==> config.mk <==
export PLATFORM = sky130hd
export DESIGN_NAME = axi_bus_arbiter_flat
export DESIGN_NICKNAME = d
export VERILOG_FILES = /design/src/rtl/axi_bus_arbiter_pkg.sv /design/src/rtl/axi_bus_arbiter_if.sv /design/src/rtl/axi_bus_arbiter_rr_arb2.sv /design/src/rtl/axi_bus_arbiter.sv /design/src/flat_wrapper.sv
export SDC_FILE = /design/constraint.sdc
export NUM_CORES = 1
export LEC_CHECK = 0
export CAP_MARGIN = 15
export CORE_AREA = 2 2 236 238
export DETAILED_ROUTE_END_ITERATION = 16
export DIE_AREA = 0 0 238 240
export GPL_TIMING_DRIVEN = 0
export PLACE_DENSITY = 0.35
export SYNTH_ARGS = -nofsm -noshare
export SYNTH_HDL_FRONTEND = slang
export SYNTH_SLANG_ARGS = --single-unit
==> constraint.sdc <==
create_clock -name aclk -period 1.55 [get_ports aclk]
set_input_delay 0.155 -clock aclk [delete_from_list [all_inputs] [get_ports aclk]]
set_output_delay 0.155 -clock aclk [all_outputs]
set_load 0.01 [all_outputs]
==> src/rtl/axi_bus_arbiter_pkg.sv <==
// Shared types and constants for the two-master AXI read/write arbiter.
package axi_arb_pkg;

    typedef enum logic [1:0] {R_IDLE, R_AR, R_DATA} rd_state_t;
    typedef enum logic [1:0] {W_IDLE, W_ADDR, W_DATA, W_RESP} wr_state_t;
    typedef enum logic {MST_M0 = 1'b0, MST_M1 = 1'b1} mst_sel_t;

    localparam logic [3:0] AXI_M0_ID = 4'd0;
    localparam logic [3:0] AXI_M1_ID = 4'd1;

    localparam logic [1:0] AXI_BURST_FIXED = 2'b00;
    localparam logic [1:0] AXI_BURST_INCR  = 2'b01;
    localparam logic [1:0] AXI_BURST_WRAP  = 2'b10;

    localparam logic [2:0] AXI_SIZE_1B = 3'd0;
    localparam logic [2:0] AXI_SIZE_2B = 3'd1;
    localparam logic [2:0] AXI_SIZE_4B = 3'd2;

    function automatic mst_sel_t other_mst(input mst_sel_t m);
        return (m == MST_M0) ? MST_M1 : MST_M0;
    endfunction

endpackage

==> src/rtl/axi_bus_arbiter_if.sv <==
// One AXI3-style port (AR/R/AW/W/B) with master and slave views.
interface axi_bus_arbiter_if #(
    parameter int unsigned ADDR_W = 32,
    parameter int unsigned DATA_W = 32,
    parameter int unsigned ID_W   = 4
) ();

    logic [ID_W-1:0]     arid;
    logic [ADDR_W-1:0]   araddr;
    logic [3:0]          arlen;
    logic [2:0]          arsize;
    logic [1:0]          arburst;
    logic [1:0]          arlock;
    logic [3:0]          arcache;
    logic [2:0]          arprot;
    logic                arvalid;
    logic                arready;

    logic [ID_W-1:0]     rid;
    logic [DATA_W-1:0]   rdata;
    logic [1:0]          rresp;
    logic                rlast;
    logic                rvalid;
    logic                rready;

    logic [ID_W-1:0]     awid;
    logic [ADDR_W-1:0]   awaddr;
    logic [3:0]          awlen;
    logic [2:0]          awsize;
    logic [1:0]          awburst;
    logic [1:0]          awlock;
    logic [3:0]          awcache;
    logic [2:0]          awprot;
    logic                awvalid;
    logic                awready;

    logic [ID_W-1:0]     wid;
    logic [DATA_W-1:0]   wdata;
    logic [DATA_W/8-1:0] wstrb;
    logic                wlast;
    logic                wvalid;
    logic                wready;

    logic [ID_W-1:0]     bid;
    logic [1:0]          bresp;
    logic                bvalid;
    logic                bready;

    modport master (
        output arid, araddr, arlen, arsize, arburst, arlock, arcache, arprot, arvalid,
        input  arready,
        input  rid, rdata, rresp, rlast, rvalid,
        output rready,
        output awid, awaddr, awlen, awsize, awburst, awlock, awcache, awprot, awvalid,
        input  awready,
        output wid, wdata, wstrb, wlast, wvalid,
        input  wready,
        input  bid, bresp, bvalid,
        output bready
    );

    modport slave (
        input  arid, araddr, arlen, arsize, arburst, arlock, arcache, arprot, arvalid,
        output arready,
        output rid, rdata, rresp, rlast, rvalid,
        input  rready,
        input  awid, awaddr, awlen, awsize, awburst, awlock, awcache, awprot, awvalid,
        output awready,
        input  wid, wdata, wstrb, wlast, wvalid,
        output wready,
        output bid, bresp, bvalid,
        input  bready
    );

endinterface

==> src/rtl/axi_bus_arbiter_rr_arb2.sv <==
// Two-way round-robin grant: on a tie the master not granted last time wins.
module axi_rr_arb2
    import axi_arb_pkg::*;
(
    input  logic [1:0] req_i,
    input  mst_sel_t   rr_last_i,
    output logic       gnt_valid_o,
    output mst_sel_t   gnt_o
);

    always_comb begin
        gnt_valid_o = |req_i;
        gnt_o       = MST_M0;
        case (req_i)
            2'b01:   gnt_o = MST_M0;
            2'b10:   gnt_o = MST_M1;
            2'b11:   gnt_o = other_mst(rr_last_i);
            default: gnt_o = MST_M0;
        endcase
    end

endmodule

==> src/rtl/axi_bus_arbiter.sv <==
// Shares one AXI master port between icache (M0, read-only) and dcache (M1, read/write).
module axi_bus_arbiter
    import axi_arb_pkg::*;
#(
    parameter int unsigned     ADDR_W = 32,
    parameter int unsigned     DATA_W = 32,
    parameter int unsigned     ID_W   = 4,
    parameter logic [ID_W-1:0] M0_ID  = ID_W'(AXI_M0_ID),
    parameter logic [ID_W-1:0] M1_ID  = ID_W'(AXI_M1_ID)
) (
    input logic               aclk,
    input logic               aresetn,
    axi_bus_arbiter_if.slave  m0,
    axi_bus_arbiter_if.slave  m1,
    axi_bus_arbiter_if.master axi
);

    rd_state_t rd_state_q, rd_state_d;
    wr_state_t wr_state_q, wr_state_d;
    mst_sel_t  grant_q, grant_d;
    mst_sel_t  rr_last_q, rr_last_d;

    logic              wr_busy;
    logic [1:0]        arb_req;
    logic              arb_gnt_valid;
    mst_sel_t          arb_gnt;
    logic [ADDR_W-1:0] ar_addr;
    logic [DATA_W-1:0] r_data;
    logic              unused_inputs;

    assign wr_busy = (wr_state_q != W_IDLE);
    // A fresh M1 read waits for any in-flight M1 write so it cannot overtake it.
    assign arb_req = {m1.arvalid & ~wr_busy, m0.arvalid};

    axi_rr_arb2 u_rr_arb (
        .req_i       (arb_req),
        .rr_last_i   (rr_last_q),
        .gnt_valid_o (arb_gnt_valid),
        .gnt_o       (arb_gnt)
    );

    always_ff @(posedge aclk or negedge aresetn) begin
        if (!aresetn) begin
            rd_state_q <= R_IDLE;
            wr_state_q <= W_IDLE;
            grant_q    <= MST_M0;
            rr_last_q  <= MST_M1;
        end else begin
            rd_state_q <= rd_state_d;
            wr_state_q <= wr_state_d;
            grant_q    <= grant_d;
            rr_last_q  <= rr_last_d;
        end
    end

    // Read path: AR mux from the granted master, R routed back to it alone.
    always_comb begin
        rd_state_d  = rd_state_q;
        grant_d     = grant_q;
        rr_last_d   = rr_last_q;

        ar_addr     = (grant_q == MST_M1) ? m1.araddr : m0.araddr;
        r_data      = axi.rdata;

        axi.arid    = (grant_q == MST_M1) ? M1_ID : M0_ID;
        axi.araddr  = ar_addr;
        axi.arlen   = (grant_q == MST_M1) ? m1.arlen : m0.arlen;
        axi.arsize  = (grant_q == MST_M1) ? m1.arsize : m0.arsize;
        axi.arburst = (grant_q == MST_M1) ? m1.arburst : m0.arburst;
        axi.arlock  = 2'b00;
        axi.arcache = 4'b0000;
        axi.arprot  = 3'b000;
        axi.arvalid = 1'b0;
        axi.rready  = 1'b0;

        m0.arready  = 1'b0;
        m1.arready  = 1'b0;
        m0.rvalid   = 1'b0;
        m1.rvalid   = 1'b0;
        m0.rid      = axi.rid;
        m1.rid      = axi.rid;
        m0.rdata    = r_data;
        m1.rdata    = r_data;
        m0.rresp    = axi.rresp;
        m1.rresp    = axi.rresp;
        m0.rlast    = axi.rlast;
        m1.rlast    = axi.rlast;

        case (rd_state_q)
            R_IDLE: begin
                if (arb_gnt_valid) begin
                    grant_d    = arb_gnt;
                    rd_state_d = R_AR;
                end
            end
            R_AR: begin
                axi.arvalid = 1'b1;
                if (grant_q == MST_M1) m1.arready = axi.arready;
                else                   m0.arready = axi.arready;
                if (axi.arready) begin
                    rr_last_d  = grant_q;
                    rd_state_d = R_DATA;
                end
            end
            R_DATA: begin
                if (grant_q == MST_M1) begin
                    m1.rvalid  = axi.rvalid;
                    axi.rready = m1.rready;
                end else begin
                    m0.rvalid  = axi.rvalid;
                    axi.rready = m0.rready;
                end
                if (axi.rvalid && axi.rready && axi.rlast) rd_state_d = R_IDLE;
            end
            default: rd_state_d = R_IDLE;
        endcase
    end

    // Write path: M1 only, each channel opened in its own phase.
    always_comb begin
        wr_state_d  = wr_state_q;

        axi.awid    = M1_ID;
        axi.awaddr  = m1.awaddr;
        axi.awlen   = m1.awlen;
        axi.awsize  = m1.awsize;
        axi.awburst = m1.awburst;
        axi.awlock  = 2'b00;
        axi.awcache = 4'b0000;
        axi.awprot  = 3'b000;
        axi.awvalid = 1'b0;
        axi.wid     = M1_ID;
        axi.wdata   = m1.wdata;
        axi.wstrb   = m1.wstrb;
        axi.wlast   = m1.wlast;
        axi.wvalid  = 1'b0;
        axi.bready  = 1'b0;

        m1.awready  = 1'b0;
        m1.wready   = 1'b0;
        m1.bid      = axi.bid;
        m1.bresp    = axi.bresp;
        m1.bvalid   = 1'b0;

        m0.awready  = 1'b0;
        m0.wready   = 1'b0;
        m0.bid      = '0;
        m0.bresp    = 2'b00;
        m0.bvalid   = 1'b0;

        case (wr_state_q)
            W_IDLE: begin
                if (m1.awvalid) wr_state_d = W_ADDR;
            end
            W_ADDR: begin
                axi.awvalid = m1.awvalid;
                m1.awready  = axi.awready;
                if (m1.awvalid && axi.awready) wr_state_d = W_DATA;
            end
            W_DATA: begin
                axi.wvalid = m1.wvalid;
                m1.wready  = axi.wready;
                if (m1.wvalid && axi.wready && m1.wlast) wr_state_d = W_RESP;
            end
            W_RESP: begin
                m1.bvalid  = axi.bvalid;
                axi.bready = m1.bready;
                if (axi.bvalid && m1.bready) wr_state_d = W_IDLE;
            end
            default: wr_state_d = W_IDLE;
        endcase
    end

    assign unused_inputs = ^{m0.arid, m0.arlock, m0.arcache, m0.arprot,
                             m0.awid, m0.awaddr, m0.awlen, m0.awsize, m0.awburst,
                             m0.awlock, m0.awcache, m0.awprot, m0.awvalid,
                             m0.wid, m0.wdata, m0.wstrb, m0.wlast, m0.wvalid, m0.bready,
                             m1.arid, m1.arlock, m1.arcache, m1.arprot,
                             m1.awid, m1.awlock, m1.awcache, m1.awprot, m1.wid};

endmodule

==> src/flat_wrapper.sv <==
// flat-port wrapper written by rule: the top's interface ports become plain ports
module axi_bus_arbiter_flat import axi_arb_pkg::*;
#(
    parameter int unsigned     ADDR_W = 32,
    parameter int unsigned     DATA_W = 32,
    parameter int unsigned     ID_W   = 4,
    parameter logic [ID_W-1:0] M0_ID  = ID_W'(AXI_M0_ID),
    parameter logic [ID_W-1:0] M1_ID  = ID_W'(AXI_M1_ID)
)
  (aclk, aresetn, m0_arid, m0_araddr, m0_arlen, m0_arsize, m0_arburst, m0_arlock, m0_arcache, m0_arprot, m0_arvalid, m0_arready, m0_rid, m0_rdata, m0_rresp, m0_rlast, m0_rvalid, m0_rready, m0_awid, m0_awaddr, m0_awlen, m0_awsize, m0_awburst, m0_awlock, m0_awcache, m0_awprot, m0_awvalid, m0_awready, m0_wid, m0_wdata, m0_wstrb, m0_wlast, m0_wvalid, m0_wready, m0_bid, m0_bresp, m0_bvalid, m0_bready, m1_arid, m1_araddr, m1_arlen, m1_arsize, m1_arburst, m1_arlock, m1_arcache, m1_arprot, m1_arvalid, m1_arready, m1_rid, m1_rdata, m1_rresp, m1_rlast, m1_rvalid, m1_rready, m1_awid, m1_awaddr, m1_awlen, m1_awsize, m1_awburst, m1_awlock, m1_awcache, m1_awprot, m1_awvalid, m1_awready, m1_wid, m1_wdata, m1_wstrb, m1_wlast, m1_wvalid, m1_wready, m1_bid, m1_bresp, m1_bvalid, m1_bready, axi_arid, axi_araddr, axi_arlen, axi_arsize, axi_arburst, axi_arlock, axi_arcache, axi_arprot, axi_arvalid, axi_arready, axi_rid, axi_rdata, axi_rresp, axi_rlast, axi_rvalid, axi_rready, axi_awid, axi_awaddr, axi_awlen, axi_awsize, axi_awburst, axi_awlock, axi_awcache, axi_awprot, axi_awvalid, axi_awready, axi_wid, axi_wdata, axi_wstrb, axi_wlast, axi_wvalid, axi_wready, axi_bid, axi_bresp, axi_bvalid, axi_bready);
  axi_bus_arbiter_if #(.ADDR_W(ADDR_W), .DATA_W(DATA_W), .ID_W(ID_W)) m0_i ();
  axi_bus_arbiter_if #(.ADDR_W(ADDR_W), .DATA_W(DATA_W), .ID_W(ID_W)) m1_i ();
  axi_bus_arbiter_if #(.ADDR_W(ADDR_W), .DATA_W(DATA_W), .ID_W(ID_W)) axi_i ();
  input logic aclk;
  input logic aresetn;
  input wire logic [$bits(m0_i.arid)-1:0] m0_arid;
  input wire logic [$bits(m0_i.araddr)-1:0] m0_araddr;
  input wire logic [$bits(m0_i.arlen)-1:0] m0_arlen;
  input wire logic [$bits(m0_i.arsize)-1:0] m0_arsize;
  input wire logic [$bits(m0_i.arburst)-1:0] m0_arburst;
  input wire logic [$bits(m0_i.arlock)-1:0] m0_arlock;
  input wire logic [$bits(m0_i.arcache)-1:0] m0_arcache;
  input wire logic [$bits(m0_i.arprot)-1:0] m0_arprot;
  input wire logic [$bits(m0_i.arvalid)-1:0] m0_arvalid;
  output wire logic [$bits(m0_i.arready)-1:0] m0_arready;
  output wire logic [$bits(m0_i.rid)-1:0] m0_rid;
  output wire logic [$bits(m0_i.rdata)-1:0] m0_rdata;
  output wire logic [$bits(m0_i.rresp)-1:0] m0_rresp;
  output wire logic [$bits(m0_i.rlast)-1:0] m0_rlast;
  output wire logic [$bits(m0_i.rvalid)-1:0] m0_rvalid;
  input wire logic [$bits(m0_i.rready)-1:0] m0_rready;
  input wire logic [$bits(m0_i.awid)-1:0] m0_awid;
  input wire logic [$bits(m0_i.awaddr)-1:0] m0_awaddr;
  input wire logic [$bits(m0_i.awlen)-1:0] m0_awlen;
  input wire logic [$bits(m0_i.awsize)-1:0] m0_awsize;
  input wire logic [$bits(m0_i.awburst)-1:0] m0_awburst;
  input wire logic [$bits(m0_i.awlock)-1:0] m0_awlock;
  input wire logic [$bits(m0_i.awcache)-1:0] m0_awcache;
  input wire logic [$bits(m0_i.awprot)-1:0] m0_awprot;
  input wire logic [$bits(m0_i.awvalid)-1:0] m0_awvalid;
  output wire logic [$bits(m0_i.awready)-1:0] m0_awready;
  input wire logic [$bits(m0_i.wid)-1:0] m0_wid;
  input wire logic [$bits(m0_i.wdata)-1:0] m0_wdata;
  input wire logic [$bits(m0_i.wstrb)-1:0] m0_wstrb;
  input wire logic [$bits(m0_i.wlast)-1:0] m0_wlast;
  input wire logic [$bits(m0_i.wvalid)-1:0] m0_wvalid;
  output wire logic [$bits(m0_i.wready)-1:0] m0_wready;
  output wire logic [$bits(m0_i.bid)-1:0] m0_bid;
  output wire logic [$bits(m0_i.bresp)-1:0] m0_bresp;
  output wire logic [$bits(m0_i.bvalid)-1:0] m0_bvalid;
  input wire logic [$bits(m0_i.bready)-1:0] m0_bready;
  input wire logic [$bits(m1_i.arid)-1:0] m1_arid;
  input wire logic [$bits(m1_i.araddr)-1:0] m1_araddr;
  input wire logic [$bits(m1_i.arlen)-1:0] m1_arlen;
  input wire logic [$bits(m1_i.arsize)-1:0] m1_arsize;
  input wire logic [$bits(m1_i.arburst)-1:0] m1_arburst;
  input wire logic [$bits(m1_i.arlock)-1:0] m1_arlock;
  input wire logic [$bits(m1_i.arcache)-1:0] m1_arcache;
  input wire logic [$bits(m1_i.arprot)-1:0] m1_arprot;
  input wire logic [$bits(m1_i.arvalid)-1:0] m1_arvalid;
  output wire logic [$bits(m1_i.arready)-1:0] m1_arready;
  output wire logic [$bits(m1_i.rid)-1:0] m1_rid;
  output wire logic [$bits(m1_i.rdata)-1:0] m1_rdata;
  output wire logic [$bits(m1_i.rresp)-1:0] m1_rresp;
  output wire logic [$bits(m1_i.rlast)-1:0] m1_rlast;
  output wire logic [$bits(m1_i.rvalid)-1:0] m1_rvalid;
  input wire logic [$bits(m1_i.rready)-1:0] m1_rready;
  input wire logic [$bits(m1_i.awid)-1:0] m1_awid;
  input wire logic [$bits(m1_i.awaddr)-1:0] m1_awaddr;
  input wire logic [$bits(m1_i.awlen)-1:0] m1_awlen;
  input wire logic [$bits(m1_i.awsize)-1:0] m1_awsize;
  input wire logic [$bits(m1_i.awburst)-1:0] m1_awburst;
  input wire logic [$bits(m1_i.awlock)-1:0] m1_awlock;
  input wire logic [$bits(m1_i.awcache)-1:0] m1_awcache;
  input wire logic [$bits(m1_i.awprot)-1:0] m1_awprot;
  input wire logic [$bits(m1_i.awvalid)-1:0] m1_awvalid;
  output wire logic [$bits(m1_i.awready)-1:0] m1_awready;
  input wire logic [$bits(m1_i.wid)-1:0] m1_wid;
  input wire logic [$bits(m1_i.wdata)-1:0] m1_wdata;
  input wire logic [$bits(m1_i.wstrb)-1:0] m1_wstrb;
  input wire logic [$bits(m1_i.wlast)-1:0] m1_wlast;
  input wire logic [$bits(m1_i.wvalid)-1:0] m1_wvalid;
  output wire logic [$bits(m1_i.wready)-1:0] m1_wready;
  output wire logic [$bits(m1_i.bid)-1:0] m1_bid;
  output wire logic [$bits(m1_i.bresp)-1:0] m1_bresp;
  output wire logic [$bits(m1_i.bvalid)-1:0] m1_bvalid;
  input wire logic [$bits(m1_i.bready)-1:0] m1_bready;
  output wire logic [$bits(axi_i.arid)-1:0] axi_arid;
  output wire logic [$bits(axi_i.araddr)-1:0] axi_araddr;
  output wire logic [$bits(axi_i.arlen)-1:0] axi_arlen;
  output wire logic [$bits(axi_i.arsize)-1:0] axi_arsize;
  output wire logic [$bits(axi_i.arburst)-1:0] axi_arburst;
  output wire logic [$bits(axi_i.arlock)-1:0] axi_arlock;
  output wire logic [$bits(axi_i.arcache)-1:0] axi_arcache;
  output wire logic [$bits(axi_i.arprot)-1:0] axi_arprot;
  output wire logic [$bits(axi_i.arvalid)-1:0] axi_arvalid;
  input wire logic [$bits(axi_i.arready)-1:0] axi_arready;
  input wire logic [$bits(axi_i.rid)-1:0] axi_rid;
  input wire logic [$bits(axi_i.rdata)-1:0] axi_rdata;
  input wire logic [$bits(axi_i.rresp)-1:0] axi_rresp;
  input wire logic [$bits(axi_i.rlast)-1:0] axi_rlast;
  input wire logic [$bits(axi_i.rvalid)-1:0] axi_rvalid;
  output wire logic [$bits(axi_i.rready)-1:0] axi_rready;
  output wire logic [$bits(axi_i.awid)-1:0] axi_awid;
  output wire logic [$bits(axi_i.awaddr)-1:0] axi_awaddr;
  output wire logic [$bits(axi_i.awlen)-1:0] axi_awlen;
  output wire logic [$bits(axi_i.awsize)-1:0] axi_awsize;
  output wire logic [$bits(axi_i.awburst)-1:0] axi_awburst;
  output wire logic [$bits(axi_i.awlock)-1:0] axi_awlock;
  output wire logic [$bits(axi_i.awcache)-1:0] axi_awcache;
  output wire logic [$bits(axi_i.awprot)-1:0] axi_awprot;
  output wire logic [$bits(axi_i.awvalid)-1:0] axi_awvalid;
  input wire logic [$bits(axi_i.awready)-1:0] axi_awready;
  output wire logic [$bits(axi_i.wid)-1:0] axi_wid;
  output wire logic [$bits(axi_i.wdata)-1:0] axi_wdata;
  output wire logic [$bits(axi_i.wstrb)-1:0] axi_wstrb;
  output wire logic [$bits(axi_i.wlast)-1:0] axi_wlast;
  output wire logic [$bits(axi_i.wvalid)-1:0] axi_wvalid;
  input wire logic [$bits(axi_i.wready)-1:0] axi_wready;
  input wire logic [$bits(axi_i.bid)-1:0] axi_bid;
  input wire logic [$bits(axi_i.bresp)-1:0] axi_bresp;
  input wire logic [$bits(axi_i.bvalid)-1:0] axi_bvalid;
  output wire logic [$bits(axi_i.bready)-1:0] axi_bready;
  assign m0_i.arid = m0_arid;
  assign m0_i.araddr = m0_araddr;
  assign m0_i.arlen = m0_arlen;
  assign m0_i.arsize = m0_arsize;
  assign m0_i.arburst = m0_arburst;
  assign m0_i.arlock = m0_arlock;
  assign m0_i.arcache = m0_arcache;
  assign m0_i.arprot = m0_arprot;
  assign m0_i.arvalid = m0_arvalid;
  assign m0_arready = m0_i.arready;
  assign m0_rid = m0_i.rid;
  assign m0_rdata = m0_i.rdata;
  assign m0_rresp = m0_i.rresp;
  assign m0_rlast = m0_i.rlast;
  assign m0_rvalid = m0_i.rvalid;
  assign m0_i.rready = m0_rready;
  assign m0_i.awid = m0_awid;
  assign m0_i.awaddr = m0_awaddr;
  assign m0_i.awlen = m0_awlen;
  assign m0_i.awsize = m0_awsize;
  assign m0_i.awburst = m0_awburst;
  assign m0_i.awlock = m0_awlock;
  assign m0_i.awcache = m0_awcache;
  assign m0_i.awprot = m0_awprot;
  assign m0_i.awvalid = m0_awvalid;
  assign m0_awready = m0_i.awready;
  assign m0_i.wid = m0_wid;
  assign m0_i.wdata = m0_wdata;
  assign m0_i.wstrb = m0_wstrb;
  assign m0_i.wlast = m0_wlast;
  assign m0_i.wvalid = m0_wvalid;
  assign m0_wready = m0_i.wready;
  assign m0_bid = m0_i.bid;
  assign m0_bresp = m0_i.bresp;
  assign m0_bvalid = m0_i.bvalid;
  assign m0_i.bready = m0_bready;
  assign m1_i.arid = m1_arid;
  assign m1_i.araddr = m1_araddr;
  assign m1_i.arlen = m1_arlen;
  assign m1_i.arsize = m1_arsize;
  assign m1_i.arburst = m1_arburst;
  assign m1_i.arlock = m1_arlock;
  assign m1_i.arcache = m1_arcache;
  assign m1_i.arprot = m1_arprot;
  assign m1_i.arvalid = m1_arvalid;
  assign m1_arready = m1_i.arready;
  assign m1_rid = m1_i.rid;
  assign m1_rdata = m1_i.rdata;
  assign m1_rresp = m1_i.rresp;
  assign m1_rlast = m1_i.rlast;
  assign m1_rvalid = m1_i.rvalid;
  assign m1_i.rready = m1_rready;
  assign m1_i.awid = m1_awid;
  assign m1_i.awaddr = m1_awaddr;
  assign m1_i.awlen = m1_awlen;
  assign m1_i.awsize = m1_awsize;
  assign m1_i.awburst = m1_awburst;
  assign m1_i.awlock = m1_awlock;
  assign m1_i.awcache = m1_awcache;
  assign m1_i.awprot = m1_awprot;
  assign m1_i.awvalid = m1_awvalid;
  assign m1_awready = m1_i.awready;
  assign m1_i.wid = m1_wid;
  assign m1_i.wdata = m1_wdata;
  assign m1_i.wstrb = m1_wstrb;
  assign m1_i.wlast = m1_wlast;
  assign m1_i.wvalid = m1_wvalid;
  assign m1_wready = m1_i.wready;
  assign m1_bid = m1_i.bid;
  assign m1_bresp = m1_i.bresp;
  assign m1_bvalid = m1_i.bvalid;
  assign m1_i.bready = m1_bready;
  assign axi_arid = axi_i.arid;
  assign axi_araddr = axi_i.araddr;
  assign axi_arlen = axi_i.arlen;
  assign axi_arsize = axi_i.arsize;
  assign axi_arburst = axi_i.arburst;
  assign axi_arlock = axi_i.arlock;
  assign axi_arcache = axi_i.arcache;
  assign axi_arprot = axi_i.arprot;
  assign axi_arvalid = axi_i.arvalid;
  assign axi_i.arready = axi_arready;
  assign axi_i.rid = axi_rid;
  assign axi_i.rdata = axi_rdata;
  assign axi_i.rresp = axi_rresp;
  assign axi_i.rlast = axi_rlast;
  assign axi_i.rvalid = axi_rvalid;
  assign axi_rready = axi_i.rready;
  assign axi_awid = axi_i.awid;
  assign axi_awaddr = axi_i.awaddr;
  assign axi_awlen = axi_i.awlen;
  assign axi_awsize = axi_i.awsize;
  assign axi_awburst = axi_i.awburst;
  assign axi_awlock = axi_i.awlock;
  assign axi_awcache = axi_i.awcache;
  assign axi_awprot = axi_i.awprot;
  assign axi_awvalid = axi_i.awvalid;
  assign axi_i.awready = axi_awready;
  assign axi_wid = axi_i.wid;
  assign axi_wdata = axi_i.wdata;
  assign axi_wstrb = axi_i.wstrb;
  assign axi_wlast = axi_i.wlast;
  assign axi_wvalid = axi_i.wvalid;
  assign axi_i.wready = axi_wready;
  assign axi_i.bid = axi_bid;
  assign axi_i.bresp = axi_bresp;
  assign axi_i.bvalid = axi_bvalid;
  assign axi_bready = axi_i.bready;
  axi_bus_arbiter #(.ADDR_W(ADDR_W), .DATA_W(DATA_W), .ID_W(ID_W), .M0_ID(M0_ID), .M1_ID(M1_ID)) u_core (.aclk(aclk), .aresetn(aresetn), .m0(m0_i), .m1(m1_i), .axi(axi_i));
endmodule
==> run_summary.xml <==
<?xml version="1.0" encoding="UTF-8"?>
<metrics>
  <group name="clock_network">
    <metric name="num_cts_buffers" unit="">3</metric>
    <metric name="clkSinkCount" unit="">6</metric>
    <metric name="htree_num_levels" unit="">1</metric>
    <metric name="clock_tree.root_cell" unit="">sky130_fd_sc_hd__clkbuf_16</metric>
    <metric name="worst_setup_hold_path_clk_slew" unit="ns">0.03</metric>
    <metric name="cts_tree" unit="">done</metric>
    <metric name="clock_path_buffers" unit="">2</metric>
    <metric name="clkLatencyLatePin" unit="ns">0.22</metric>
  </group>
  <group name="power_and_ir_drop">
    <metric name="internal_power" unit="W">0.00381</metric>
    <metric name="total_switching_power" unit="W">0.00206</metric>
    <metric name="vdd_ir_drop_max" unit="V">0.000394</metric>
    <metric name="pwr_per_cell_area" unit="mW/mm²">799</metric>
    <metric name="power_switching_share" unit="%">35.1</metric>
    <metric name="combinationalPowerShare" unit="%">86.6</metric>
    <metric name="seq_power_share" unit="%">6.2</metric>
    <metric name="clock_power_share" unit="%">7.2</metric>
    <metric name="leakagePower" unit="nW">3.19</metric>
  </group>
  <group name="routing">
    <metric name="drtAntennaViolNets" unit="">0</metric>
    <metric name="routed_wirelength" unit="mm">20.5</metric>
    <metric name="route.top_layer_used" unit="">met5</metric>
    <metric name="routed-via-count" unit="">3136</metric>
    <metric name="drt-pass1-iter-count" unit="">4</metric>
    <metric name="dr.first_iter.drc_count" unit="">47</metric>
    <metric name="routed_wl_per_cell" unit="µm">14.8</metric>
    <metric name="post_drt_via_cell_ratio" unit="">2.26</metric>
    <metric name="drt_drc_violations_left" unit="">0</metric>
    <metric name="dr_wl_met2" unit="mm">10.3</metric>
    <metric name="m1WireLength" unit="mm">7.36</metric>
    <metric name="wl_met3" unit="mm">2.74</metric>
  </group>
  <group name="yosys">
    <metric name="yosysWarningCount" unit="">0</metric>
    <metric name="average_cell_area_after_synthesis" unit="µm²">8.34</metric>
    <metric name="synth_xor_area_share" unit="%">0</metric>
    <metric name="synth_compound_area_share" unit="%">3.84</metric>
    <metric name="synth.yosys.seq_area_share" unit="%">6.11</metric>
    <metric name="largest_family_of_logic_cells_by_synthesized_area" unit="">buffers and inverters</metric>
    <metric name="synth.top_cell.area_share" unit="%">60.9</metric>
    <metric name="muxShareOfSynthArea" unit="%">19.7</metric>
    <metric name="yosys.area_share.simple" unit="%">5.31</metric>
    <metric name="mapped_cell_area" unit="mm²">0.00248</metric>
    <metric name="synth.area.top_cells" unit="">sky130_fd_sc_hd__buf_4, sky130_fd_sc_hd__mux2_2, sky130_fd_sc_hd__dfrtp_1</metric>
    <metric name="synth_top_cell_by_area" unit="">sky130_fd_sc_hd__buf_4</metric>
    <metric name="post_synth_inst_count" unit="">297</metric>
    <metric name="yosys.cell_types.count" unit="">28</metric>
    <metric name="ys_seq_elements" unit="">6</metric>
    <metric name="synth_fa_ha_area_share" unit="%">2.53</metric>
  </group>
  <group name="global_routing">
    <metric name="pin_count_of_the_biggest_net_entering_global_routing" unit="">11</metric>
    <metric name="initial_antenna_violation_count" unit="">14</metric>
    <metric name="global_route.overflow_total" unit="">0</metric>
    <metric name="globalRouteTotalUtil" unit="%">6.46</metric>
    <metric name="vias_in_the_first_global_route" unit="">3142</metric>
    <metric name="grt_pass1_wl" unit="mm">25.2</metric>
  </group>
  <group name="die">
    <metric name="rows" unit="">86</metric>
    <metric name="chipWidth" unit="µm">238</metric>
    <metric name="starting_density_of_the_core" unit="%">4.53</metric>
    <metric name="dieHeight" unit="µm">240</metric>
    <metric name="core-area" unit="mm²">0.0547</metric>
    <metric name="num_io_pins" unit="">614</metric>
    <metric name="die-area" unit="mm²">0.0571</metric>
  </group>
  <group name="placed_design">
    <metric name="gpl.final_weighted_congestion" unit="">0.685</metric>
    <metric name="place.detailed.hpwl" unit="mm">18.9</metric>
    <metric name="port_buffers" unit="">313</metric>
  </group>
  <group name="layout">
    <metric name="commonest_non_fill_non_tap_cell_in_the_layout" unit="">sky130_fd_sc_hd__clkdlybuf4s50_1</metric>
    <metric name="syn_to_final_growth" unit="%">196</metric>
    <metric name="final_nets" unit="">1045</metric>
    <metric name="most_frequent_cells_in_the_layout" unit="">sky130_fd_sc_hd__clkdlybuf4s50_1, sky130_fd_sc_hd__buf_4, sky130_fd_sc_hd__buf_6, sky130_fd_sc_hd__conb_1, sky130_fd_sc_hd__mux2_4</metric>
    <metric name="fin_util" unit="%">13.4</metric>
    <metric name="nFillCells" unit="">6243</metric>
    <metric name="post_route_cells_drive_above_1_share" unit="%">52.0</metric>
  </group>
  <group name="run_status">
    <metric name="failed_checks" unit="">setup timing</metric>
    <metric name="status" unit="">finished, violations left</metric>
  </group>
  <group name="critical_path">
    <metric name="worst-r2r-setup-slack" unit="ns">-0.08</metric>
    <metric name="data_required_time_at_the_worst_endpoint" unit="ns">1.39</metric>
    <metric name="cp-start-kind" unit="">register</metric>
    <metric name="critical_path_peak_fanout" unit="">7</metric>
    <metric name="worst_reg_to_reg_path_cell_count" unit="">6</metric>
    <metric name="worstSetupPathType" unit="">register to primary output</metric>
    <metric name="setup.worst_path.end_class" unit="">primary output</metric>
    <metric name="cp_arrival" unit="ns">1.55</metric>
  </group>
  <group name="sta">
    <metric name="final.min_clock_period" unit="ns">1.71</metric>
    <metric name="rsz0062_at_grt" unit="">true</metric>
    <metric name="setup_ws" unit="ns">-0.156</metric>
    <metric name="finalHoldViolCount" unit="">0</metric>
    <metric name="clock_skew" unit="ns">0.000136</metric>
    <metric name="post-route-period-util" unit="%">110</metric>
    <metric name="fmaxAchievable" unit="MHz">586</metric>
    <metric name="drv_slew" unit="">0</metric>
    <metric name="fin_hold_ws" unit="ns">0.171</metric>
    <metric name="timing.final.setup_violations" unit="">38</metric>
  </group>
  <group name="job">
    <metric name="cap_viol_max_count" unit="">0</metric>
  </group>
  <group name="min_path">
    <metric name="min-delay-path-class" unit="">primary input to async pin</metric>
  </group>
</metrics>
Yosys cell counts (all sizes together):
library cell and n:
o21ai 1, buf 206, a2111oi 1, and2 6
ha 5, a211oi 2, mux2 42, conb 2
and3 2, dfrtp 5, a21o 1, a2bb2oi 1
inv 2, nor2b 4, nand3 1, a31oi 2
nand2 4, a21boi 2, mux2i 1, nand3b 1
nor2 4, dfstp 1, nor3 1
routing by layer:
metal | GRT usage (%) | vias up
li1 | - | 1490
met2 | 11.7 | 237
met3 | 3.44 | 16
met1 | 6.86 | 1379
met5 | 0 | -
met4 | 0.549 | 14
kinds of logic (layout without fill, tap and decap cells):
| logic type | after synthesis | count (layout) |
|---|---|---|
| buf+inv | 208 | 554 |
| mux | 43 | 43 |
| simple gates | 23 | 23 |
| compound gates | 10 | 10 |
| flops | 6 | 6 |
| fa+ha+maj | 5 | 5 |
| other cells | 2 | 45 |
metrics by stage:
step | TNS (ns) | area (µm²) | power [W] | cells | setup WS [ns]
3_5_place_dp | -22.44 | 6630 | 0.00414 | 1350 | -0.787
4_1_cts | -3.54 | 7180 | 0.00569 | 1375 | -0.235
2_1_floorplan | 0 | 2620 | 0.00215 | 333 | 0.0114
5_1_grt | -4.10 | 7320 | 0.00626 | 1383 | -0.188
6_report | -2.40 | 7340 | 0.00587 | 1390 | -0.156
3_3_place_gp | -22.94 | 6630 | 0.00415 | 1350 | -0.816
final cells by class:
class	instances	area, µm²	area share, %
Sequential cell	6	155	2.11
Buffer	205	1590	21.7
Clock buffer	4	78.8	1.07
Multi-Input combinational cell	119	1140	15.5
Antenna cell	7	17.5	0.239
Tap cell	704	881	12.0
Inverter	2	12.5	0.170
Timing Repair Buffer	343	3470	47.2
flip-flops by register name (all words and copies together) (netlist names):
register,cells
u_core.rr_last_q,1
u_core.rd_state_q,2
u_core.wr_state_q,2
u_core.grant_q,1
critical path, cell delays in order, from the launching register on:
cell,delay (ns)
sky130_fd_sc_hd__dfrtp_2,0.44
sky130_fd_sc_hd__buf_12,0.17
sky130_fd_sc_hd__clkbuf_16,0.17
sky130_fd_sc_hd__buf_6,0.11
sky130_fd_sc_hd__mux2_4,0.29
sky130_fd_sc_hd__buf_6,0.12
repair_timing:
action / 4_1_cts / 5_1_grt
hold buffers: 0 / 0
buffers inserted: 20 / 10
setup endpoints to repair: 54 / 48
pin swaps: 3 / 0
cloned: 1 / 1
gates resized for setup: 305 / 42
power groups by stage:
stage | clock network (W) | logic (W) | registers (W)
2_1_floorplan | 0 | 0.00185 | 0.000302
4_1_cts | 0.000434 | 0.00489 | 0.000358
5_1_grt | 0.000451 | 0.00544 | 0.000374
3_3_place_gp | 0 | 0.00382 | 0.000329
3_5_place_dp | 0 | 0.00381 | 0.000328
6_report | 0.000425 | 0.00508 | 0.000361
path summary, 6_finish.rpt:
check,start,endpoint
setup / recovery,u_core.grant_q,axi_araddr[30]
hold / removal,aresetn,u_core.rd_state_q[1]
setup reg to reg,u_core.wr_state_q[0],u_core.wr_state_q[1]
hold reg to reg,u_core.rr_last_q,u_core.rr_last_q
min in group aclk,u_core.rr_last_q,u_core.rr_last_q
max in group asynchronous,aresetn,u_core.rr_last_q
No activity file was read; power rests on OpenSTA's default activity.
